**src/rtl/sint_pkg.sv**
```systemverilog
// sint_pkg: shared definitions for the signed streaming fixtures.
//   state_e        - accumulator FSM state (ACCUM collects beats, DRAIN presents result)
//   sint_max(w)    - bit pattern of the most positive w-bit two's-complement value
//   sint_min(w)    - bit pattern of the most negative w-bit two's-complement value
// Both helpers return the pattern in the low w bits of a 64-bit word (w in 2..64);
// callers truncate to their own width.
package sint_pkg;

    typedef enum logic {
        ACCUM = 1'b0,
        DRAIN = 1'b1
    } state_e;

    function automatic logic [63:0] sint_max(input int w);
        sint_max = (64'd1 << (w - 1)) - 64'd1;
    endfunction

    function automatic logic [63:0] sint_min(input int w);
        sint_min = 64'd1 << (w - 1);
    endfunction

endpackage

```
**src/rtl/sint_accumulator_if.sv**
```systemverilog
// sint_accumulator_if: sample stream in, frame result out.
//   in_valid/in_ready/in_data/in_last         - sample stream (producer -> accumulator)
//   out_valid/out_ready/out_sum/out_count/out_sat - frame result (accumulator -> consumer)
// master: the side that produces samples and consumes results (the environment).
// slave : the accumulator itself.
interface sint_accumulator_if #(
    parameter int WIDTH = 33,
    parameter int CNT_W = 8
);
    logic                    in_valid;
    logic                    in_ready;
    logic signed [WIDTH-1:0] in_data;
    logic                    in_last;
    logic                    out_valid;
    logic                    out_ready;
    logic signed [WIDTH-1:0] out_sum;
    logic        [CNT_W-1:0] out_count;
    logic                    out_sat;

    modport master (
        output in_valid, in_data, in_last, out_ready,
        input  in_ready, out_valid, out_sum, out_count, out_sat
    );

    modport slave (
        input  in_valid, in_data, in_last, out_ready,
        output in_ready, out_valid, out_sum, out_count, out_sat
    );
endinterface

```
**src/rtl/sint_sat_adder.sv**
```systemverilog
// sint_sat_adder: combinational saturating adder for WIDTH-bit two's-complement values.
//   a, b   - signed operands
//   sum    - a+b clamped to [MIN, MAX] of WIDTH bits
//   clamp  - high when the true result was outside the representable range
module sint_sat_adder
    import sint_pkg::*;
#(
    parameter int WIDTH = 33
) (
    input  logic signed [WIDTH-1:0] a,
    input  logic signed [WIDTH-1:0] b,
    output logic signed [WIDTH-1:0] sum,
    output logic                    clamp
);
    localparam logic [WIDTH-1:0] MAX = WIDTH'(sint_max(WIDTH));
    localparam logic [WIDTH-1:0] MIN = WIDTH'(sint_min(WIDTH));

    logic [WIDTH:0] wide;

    always_comb begin
        // One guard bit: the exact sum of two WIDTH-bit values always fits in WIDTH+1.
        wide  = {a[WIDTH-1], a} + {b[WIDTH-1], b};
        clamp = wide[WIDTH] ^ wide[WIDTH-1];
        if (!clamp) begin
            sum = wide[WIDTH-1:0];
        end else if (wide[WIDTH]) begin
            sum = MIN;      // true result negative: clamp to the bottom rail
        end else begin
            sum = MAX;
        end
    end
endmodule

```
**src/rtl/sint_accumulator.sv**
```systemverilog
// sint_accumulator: frame-based saturating accumulator.
//   clock  - rising-edge clock
//   reset  - asynchronous active-high reset
//   bus    - slave side of sint_accumulator_if: samples in, per-frame
//            {sum, beat count, saturation flag} out
// Beats are summed with per-beat saturation while in ACCUM; the beat carrying
// in_last moves the block to DRAIN, where the result is held until out_ready.
// in_ready / out_valid come straight from the state register.
module sint_accumulator
    import sint_pkg::*;
#(
    parameter int WIDTH = 33,
    parameter int CNT_W = 8
) (
    input  logic              clock,
    input  logic              reset,
    sint_accumulator_if.slave bus
);
    localparam logic [CNT_W-1:0] CNT_MAX = '1;

    state_e                  state_q, state_d;
    logic signed [WIDTH-1:0] sum_q, sum_d;
    logic        [CNT_W-1:0] count_q, count_d;
    logic                    sat_q, sat_d;

    logic signed [WIDTH-1:0] add_sum;
    logic                    add_clamp;
    logic                    accept;
    logic                    drained;

    sint_sat_adder #(
        .WIDTH (WIDTH)
    ) u_sat_adder (
        .a     (sum_q),
        .b     (bus.in_data),
        .sum   (add_sum),
        .clamp (add_clamp)
    );

    assign accept  = (state_q == ACCUM) && bus.in_valid;
    assign drained = (state_q == DRAIN) && bus.out_ready;

    // State register
    always_ff @(posedge clock or posedge reset) begin
        if (reset) begin
            state_q <= ACCUM;
        end else begin
            state_q <= state_d;
        end
    end

    // Next-state logic
    always_comb begin
        state_d = state_q;
        case (state_q)
            ACCUM:   if (bus.in_valid && bus.in_last) state_d = DRAIN;
            DRAIN:   if (bus.out_ready)               state_d = ACCUM;
            default: state_d = ACCUM;
        endcase
    end

    // Output decode: handshake strobes depend on the state register only.
    always_comb begin
        bus.in_ready  = (state_q == ACCUM);
        bus.out_valid = (state_q == DRAIN);
        bus.out_sum   = sum_q;
        bus.out_count = count_q;
        bus.out_sat   = sat_q;
    end

    // Datapath next values
    always_comb begin
        sum_d   = sum_q;
        count_d = count_q;
        sat_d   = sat_q;
        if (accept) begin
            sum_d   = add_sum;
            // Counter sticks at all-ones rather than wrapping on long frames.
            count_d = (count_q == CNT_MAX) ? count_q : count_q + CNT_W'(1);
            sat_d   = sat_q | add_clamp;
        end else if (drained) begin
            sum_d   = '0;
            count_d = '0;
            sat_d   = 1'b0;
        end
    end

    // Datapath registers
    always_ff @(posedge clock or posedge reset) begin
        if (reset) begin
            sum_q   <= '0;
            count_q <= '0;
            sat_q   <= 1'b0;
        end else begin
            sum_q   <= sum_d;
            count_q <= count_d;
            sat_q   <= sat_d;
        end
    end
endmodule
```
**src/flat_wrapper.sv**
```systemverilog
// flat-port wrapper written by rule: the top's interface ports become plain ports
module sint_accumulator_flat import sint_pkg::*;
#(
    parameter int WIDTH = 33,
    parameter int CNT_W = 8
)
  (clock, reset, bus_in_valid, bus_in_data, bus_in_last, bus_out_ready, bus_in_ready, bus_out_valid, bus_out_sum, bus_out_count, bus_out_sat);
  sint_accumulator_if #(.WIDTH(WIDTH), .CNT_W(CNT_W)) bus_i ();
  input  logic clock;
  input  logic reset;
  input wire logic [$bits(bus_i.in_valid)-1:0] bus_in_valid;
  input wire logic [$bits(bus_i.in_data)-1:0] bus_in_data;
  input wire logic [$bits(bus_i.in_last)-1:0] bus_in_last;
  input wire logic [$bits(bus_i.out_ready)-1:0] bus_out_ready;
  output wire logic [$bits(bus_i.in_ready)-1:0] bus_in_ready;
  output wire logic [$bits(bus_i.out_valid)-1:0] bus_out_valid;
  output wire logic [$bits(bus_i.out_sum)-1:0] bus_out_sum;
  output wire logic [$bits(bus_i.out_count)-1:0] bus_out_count;
  output wire logic [$bits(bus_i.out_sat)-1:0] bus_out_sat;
  assign bus_i.in_valid = bus_in_valid;
  assign bus_i.in_data = bus_in_data;
  assign bus_i.in_last = bus_in_last;
  assign bus_i.out_ready = bus_out_ready;
  assign bus_in_ready = bus_i.in_ready;
  assign bus_out_valid = bus_i.out_valid;
  assign bus_out_sum = bus_i.out_sum;
  assign bus_out_count = bus_i.out_count;
  assign bus_out_sat = bus_i.out_sat;
  sint_accumulator #(.WIDTH(WIDTH), .CNT_W(CNT_W)) u_core (.clock(clock), .reset(reset), .bus(bus_i));
endmodule
```
**config.mk**
```make
export PLATFORM = sky130hd
export DESIGN_NAME = sint_accumulator_flat
export DESIGN_NICKNAME = d
export VERILOG_FILES = /design/src/rtl/sint_pkg.sv /design/src/rtl/sint_accumulator_if.sv /design/src/rtl/sint_sat_adder.sv /design/src/rtl/sint_accumulator.sv /design/src/flat_wrapper.sv
export SDC_FILE = /design/constraint.sdc
export NUM_CORES = 1
export LEC_CHECK = 0
export BUFFER_PORTS_ARGS = -buffer_cell sky130_fd_sc_hd__clkbuf_2
export CAP_MARGIN = 25
export CORE_ASPECT_RATIO = 1.25
export CORE_UTILIZATION = 30
export CTS_BUF_LIST = sky130_fd_sc_hd__clkbuf_8
export DETAILED_ROUTE_END_ITERATION = 10
export GPL_ROUTABILITY_DRIVEN = 0
export MAX_ROUTING_LAYER = met4
export PLACE_DENSITY_LB_ADDON = 0.25
export SYNTH_ARGS = -nofsm -noshare
export SYNTH_HDL_FRONTEND = slang
export SYNTH_SLANG_ARGS = --single-unit
```
**constraint.sdc**
```tcl
create_clock -name clock -period 3.05 [get_ports clock]
set_input_delay 0.4575 -clock clock [delete_from_list [all_inputs] [get_ports clock]]
set_output_delay 0.4575 -clock clock [all_outputs]
set_load 0.005 [all_outputs]
```
==> results of run 1 <==
-- cells in the mapped netlist (all sizes together) (2+ instances only) --
master / number
nor2: 50
clkbuf: 7
dfrtp: 43
o21ai: 55
and2: 3
a31o: 2
and3: 3
a21oi: 40
a211oi: 6
nand2b: 4
nor2b: 4
nand3: 7
nor3: 8
a31oi: 3
nand4: 7
ha: 34
xnor2: 12
xor2: 17
o21bai: 5
inv: 8
o21a: 5
nand2: 73
a221oi: 2
o41ai: 2
or3: 4
or3b: 2
a21o: 11
o211ai: 3
a22oi: 4
buf: 8
-- worst reg2reg max path, cell delays in order, from the launching register on --
cell and delay [ps]:
dfrtp_1 420, ha_1 390, a21oi_1 210, a21oi_1 100, a311o_1 410, a221oi_4 260, buf_4 170, nand2_1 60
nor2_2 160, xnor2_2 150, buf_6 200, nor3_2 70, a32oi_1 210
-- worst paths after layout --
kind | from | endpoint | slack, ps | cells past startpoint
max | u_core.bus.out_sum[23]$_DFFE_PP0P_ | u_core.bus.out_sum[31]$_DFFE_PP0P_ | 160 | 12
min | reset | u_core.bus.out_sum[17]$_DFFE_PP0P_ | 110 | 2
max reg2reg | u_core.bus.out_sum[23]$_DFFE_PP0P_ | u_core.bus.out_sum[31]$_DFFE_PP0P_ | 160 | 12
min reg2reg | u_core.bus.out_sum[10]$_DFFE_PP0P_ | u_core.bus.out_sum[10]$_DFFE_PP0P_ | 520 | 2
max in group asynchronous | reset | u_core.bus.out_sum[21]$_DFFE_PP0P_ | 2170 | 3
min in group clock | bus_out_ready | u_core.bus.out_valid$_DFF_PP0_ | 330 | 2
-- registers in the layout (all words and copies together) (netlist names) --
register	cells
u_core.bus.out_count	8
u_core.bus.out_sat	1
u_core.bus.out_valid	1
u_core.bus.out_sum	33
-- stage by stage --
| stage | hold WS (ps) | setup slack [ps] | util |
|---|---|---|---|
| 2_1_floorplan | 491 | 49.0 | - |
| 3_3_place_gp | 455 | -80.3 | 0.383 |
| 3_5_place_dp | 471 | -161 | 0.383 |
| 4_1_cts | 123 | 6.51 | 0.391 |
| 5_1_grt | 151 | -6.78 | 0.396 |
| 6_report | 110 | 163 | 0.396 |
-- area by class of cell --
| class | instances | area share |
|---|---|---|
| multi-input cells | 383 | 0.538 |
| flip-flops and latches | 43 | 0.233 |
| repair buffers | 123 | 0.159 |
| well taps | 161 | 0.0436 |
| clock buffers | 5 | 0.0149 |
| inverters | 8 | 0.00649 |
| clock inverters | 3 | 0.00541 |
-- repair_timing --
action                     in CTS  in global routing
resized for setup               1                 18
pin swaps                       0                  5
hold buffers                    0                  0
buffers inserted                0                  0
setup endpoints to repair      25                 32
-- power by group --
group | leakage (nW) | switching, mW | total (mW) | internal (mW)
sequential | 0.542 | 0.215 | 1.02 | 0.807
combinational | 1.67 | 1.88 | 3.48 | 1.60
clock | 0.0443 | 0.241 | 0.405 | 0.164
-- layer usage --
| metal | routed length [um] | track usage | vias to the layer above | share of wire |
|---|---|---|---|---|
| li1 | - | - | 1832 | - |
| met1 | 4430 | 0.198 | 1712 | 0.43 |
| met2 | 5360 | 0.317 | 71 | 0.52 |
| met3 | 304 | 0.0224 | 13 | 0.030 |
| met4 | 193 | 0.0529 | 0 | 0.019 |
| met5 | 0 | - | - | 0 |
-- kinds of logic after synthesis --
logic type | share of synthesized area
AOI/OAI and AO/OA | 0.266
xor gates and xnor gates | 0.0723
adders and majority gates | 0.123
buffers and inverters | 0.0287
DFF | 0.298
muxes | 0.00277
and+or+nand+nor | 0.209
==> results.cfg, run 1 <==
[outcome]
status = finished, final reports clean

[critical_path]
cp-end-kind = flip-flop
cp_max_fo = 13
path_cells = ha_1 > a21oi_1 > a21oi_1 > a311o_1 > a221oi_4 > buf_4 > nand2_1 > nor2_2 > xnor2_2 > buf_6 > nor3_2 > a32oi_1
crit_family = compound AO/OA/AOI/OAI gates
slowest_delay_ps = 420
crit_path_top_delay_cell = dfrtp_1
worstSetupPathType = reg2reg
cp_num_buf_inv = 2
crit_top_cell = a21oi_1
startpoint_type = flip-flop
crit_arrival_ps = 3120
required_ps = 3280

[sta]
skew_ps = 12.5
setup_violations = 0
relSlewSlack = 0.589
setup_tns_ps = 0
final_hold_viol_count = 0
post-route-period-util = 0.947
final_max_slew_viol_count = 0
max_freq_ghz = 0.346
max_slew.worst_pin.slew_ps = 612
fin_crit_ps = 2890

[pwr]
peakVddDrop_uv = 390
total_power_mw = 4.91
power_leakage_nw = 2.25
power.density_mw_per_mm2 = 1060

[global_routing]
grt_pass1_wl_mm = 17.1
track_usage = 0.175
grt_max_degree = 37
grt_pass1_vias = 3581
grt_overflow = 0
antenna_found_initial = 0

[clock_network]
numCtsBuffers = 5
htreeDepth = 2
clock_latency_ps = 320
clockBufferDepth = 2
path_clk_slew_ps = 100
cts-root-buf = clkbuf_8
cts_tree = yes
cts_sinks = 43

[worst_hold_path]
hold_path.class = in2async

[floorplan]
ios = 82
die_w_um = 100
start_util = 0.310
fp-row-count = 44
die_area_mm2 = 0.0125
die_height_um = 125
core_mm2 = 0.0117

[logic_synthesis]
synth-edff-count = 0
syn_avg_cell_area_um2 = 8.05
synth_nets = 522
syn_area_mm2 = 0.00362
ys_warn_count = 0
ys_seq_area_frac = 0.298
synth.distinct_cells = 59
synth_area_leaders = dfrtp_1 (30%), ha_1 (12%), nand2_1 (7.6%)
yosys_most_used_dff = dfrtp_1
ys_ff_latch = 43
synth.largest_area_cell = dfrtp_1
synth_top_area_frac = 0.298
synthArstFlopShare = 1.00
syn_inst = 449

[placement]
placed_area_mm2 = 0.00447
hpwlAfterDp_mm = 8.02
portBuffers = 81
place_inst = 718

[cells_and_area]
syn2layout_area_growth_pct = 27.9
nets = 637
drive_gt1_frac = 0.274
antenna-diode-count = 0
final_cell_count_no_fill = 726
multi_input_area_mm2 = 0.00249
seqCellArea_mm2 = 0.00108
nFillCells = 1254
final_common_cell = clkbuf_2
design_area_mm2 = 0.00462
final_cell_mix = clkbuf_2 (81), nand2_1 (73), nor2_1 (48)

[routing]
viasPerCell = 5.00
ant_nets = 0
drt_iter0_drc = 126
wl_mm = 10.3
vias = 3628
wire_per_inst_um = 14.2
drc = 0
first_pass_iters = 4

[flow_run]
cap_viol_max_count = 0
Note: power is estimated with default switching activity, not from simulation.
==> inputs of run 2 (changes only) <==
- ABC_AREA: default -> 0
- CORE_MARGIN: default -> 8
==> run 2 against run 1 <==
Clock skew down 9.0 ps; global-route usage down 3.0 points; core utilization down 0.10 points; largest cell class unchanged; flip-flop and latch count unchanged; power up 5.6%; via count up 0.41%.
==> results.cfg, run 2 (synthesized netlist as in run 1, its figures left out) <==
[critical_path]
startpoint_type = flip-flop
worstSetupPathType = reg2reg
crit_family = compound AO/OA/AOI/OAI gates
r2r_cells = 11
reg2reg_slack_ps = 170
slowest_delay_ps = 400
required_ps = 3240
path_depth = 11
crit_top_cell = a211oi_2
crit_path_top_delay_cell = dfrtp_1
worstReg2RegStart = u_core.bus.out_sum[0]$_DFFE_PP0P_
regToRegEndpoint = u_core.bus.out_sum[3]$_DFFE_PP0P_
cp-end-kind = flip-flop
cp_num_buf_inv = 1
crit_arrival_ps = 3070
path_cells = ha_1 > fa_2 > a211oi_2 > o211ai_2 > a31oi_2 > a211oi_2 > o21ai_2 > o21ai_4 > o311ai_4 > buf_2 > o21ai_0
startpoint = u_core.bus.out_sum[0]$_DFFE_PP0P_
cp_max_fo = 10
crit_end = u_core.bus.out_sum[3]$_DFFE_PP0P_

[floorplan]
die_area_mm2 = 0.0158
start_util = 0.303
die_height_um = 139
core_mm2 = 0.0119
fp-row-count = 45
die_w_um = 114
ios = 82

[cells_and_area]
largest_reg_flops = 33
final_cell_count_no_fill = 728
nets = 636
final_cell_mix = clkbuf_2 (81), nand2_1 (73), o21ai_0 (50)
final_common_cell = clkbuf_2
drive_gt1_frac = 0.284
nFillCells = 1313
antenna-diode-count = 0
utilization = 0.395
syn2layout_area_growth_pct = 30.4

[clock_network]
numCtsBuffers = 5
htreeDepth = 2
cts_tree = yes
clock_latency_ps = 310
clockBufferDepth = 2
path_clk_slew_ps = 90
cts-root-buf = clkbuf_8
cts_sinks = 43

[sta]
max_slew.worst_pin.slew_ps = 749
setup_violations = 0
max_freq_ghz = 0.347
relSlewSlack = 0.497
final_hold_viol_count = 0
fin_crit_ps = 2880
post-route-period-util = 0.946
skew_ps = 3.48
final_max_slew_viol_count = 0

[routing]
viasPerCell = 5.00
first_pass_iters = 4
ant_nets = 0
wire_per_inst_um = 15.5
wl_mm = 11.3
drt_iter0_drc = 122
vias = 3643
drc = 0

[global_routing]
antenna_found_initial = 0
grt_max_degree = 37
grt_pass1_vias = 3742
grt_overflow = 0
track_usage = 0.145
grt_pass1_wl_mm = 18.3

[outcome]
status = finished, final reports clean

[pwr]
p_int_mw = 2.80
peakVddDrop_uv = 304
p_seq_frac = 0.198
power.density_mw_per_mm2 = 1100
p_clk_frac = 0.109
p_sw_frac = 0.460
power_frac_comb = 0.694
power_leakage_nw = 2.26
switchingPower_mw = 2.38

[worst_hold_path]
hold_path.class = in2async

[placement]
portBuffers = 81
place_inst = 718
hpwlAfterDp_mm = 8.73

[flow_run]
cap_viol_max_count = 0
-- run 2: cell count changes in the layout (fill, tap and decap cells not counted), moves of 2 or more --
| cell | change |
|---|---|
| o21ai_0 | +4 |
| clkinv_4 | -2 |
| a21oi_1 | -2 |
| buf_4 | -2 |
| o21ai_1 | -4 |
| ha_4 | +2 |
| a21oi_2 | +2 |
| bufinv_16 | +2 |
| ha_2 | +2 |
| ha_1 | -4 |
-- run 2: routing by layer --
| layer | global-route usage | part of all wire | routed length (um) | up-vias |
|---|---|---|---|---|
| met2 | 0.259 | 0.52 | 5850 | 75 |
| met3 | 0.0200 | 0.038 | 428 | 16 |
| li1 | - | - | - | 1835 |
| met5 | - | 0 | 0 | - |
| met1 | 0.161 | 0.42 | 4770 | 1717 |
| met4 | 0.0492 | 0.019 | 214 | 0 |
-- run 2: worst reg2reg max path, stage by stage (launching register included) --
cell and delay, ps:
dfrtp_1 400, ha_1 230, fa_2 360, a211oi_2 250, o211ai_2 140, a31oi_2 200, a211oi_2 130, o21ai_2 200
o21ai_4 100, o311ai_4 300, buf_2 320, o21ai_0 140
-- run 2: how the worst min path moves through the flow --
stage               slack (ps)                                  to  cells after the start                                from
floorplan                  490  u_core.bus.out_sum[32]$_DFFE_PP0P_                      2  u_core.bus.out_sum[32]$_DFFE_PP0P_
global placement           490  u_core.bus.out_sum[32]$_DFFE_PP0P_                      2  u_core.bus.out_sum[32]$_DFFE_PP0P_
detailed placement         500  u_core.bus.out_sum[32]$_DFFE_PP0P_                      2  u_core.bus.out_sum[32]$_DFFE_PP0P_
CTS                        170  u_core.bus.out_sum[22]$_DFFE_PP0P_                      2                               reset
global route               200  u_core.bus.out_sum[22]$_DFFE_PP0P_                      2                               reset
finish                     150   u_core.bus.out_sum[8]$_DFFE_PP0P_                      2                               reset
-- run 2: timing repair --
item | in CTS | in global routing
endpoints found under the setup margin | 21 | 32
hold buffers | 0 | 0
resized for setup | 2 | 19
pin swaps | 0 | 9
buffers inserted | 0 | 1
gates cloned | 0 | 1
-- run 2: layout make-up --
cell class	instances	area [um^2]	area share
Clock buffer	5	68.8	0.0146
Clock inverter	3	67.6	0.0143
Inverter	8	30.0	0.00637
Multi-Input combinational cell	383	2530	0.537
Sequential cell	43	1080	0.228
Tap cell	164	205	0.0435
Timing Repair Buffer	122	734	0.156
-- run 2: power by group through the flow --
stage                     Sequential [mW]  Clock [mW]  Combinational [mW]
after floorplan                      1.02           0                2.28
after global placement               1.02           0                3.44
after detailed placement             1.03           0                3.47
after CTS                            1.02       0.580                3.50
after global routing                 1.06       0.594                4.04
final                                1.03       0.564                3.60
-- run 2: metrics by stage --
| stage | hold WS [ps] | instance area [um^2] | worst slack (ps) | setup TNS [ps] | total power, mW |
|---|---|---|---|---|---|
| 2_1_floorplan | 491 | 3620 | 49.0 | 0 | 3.30 |
| 3_3_place_gp | 492 | 4460 | -74.4 | -1520 | 4.47 |
| 3_5_place_dp | 497 | 4460 | -194 | -4390 | 4.51 |
| 6_report | 155 | 4720 | 166 | 0 | 5.19 |
| 4_1_cts | 171 | 4610 | 52.1 | 0 | 5.10 |
| 5_1_grt | 198 | 4720 | -1.23 | -1.23 | 5.69 |
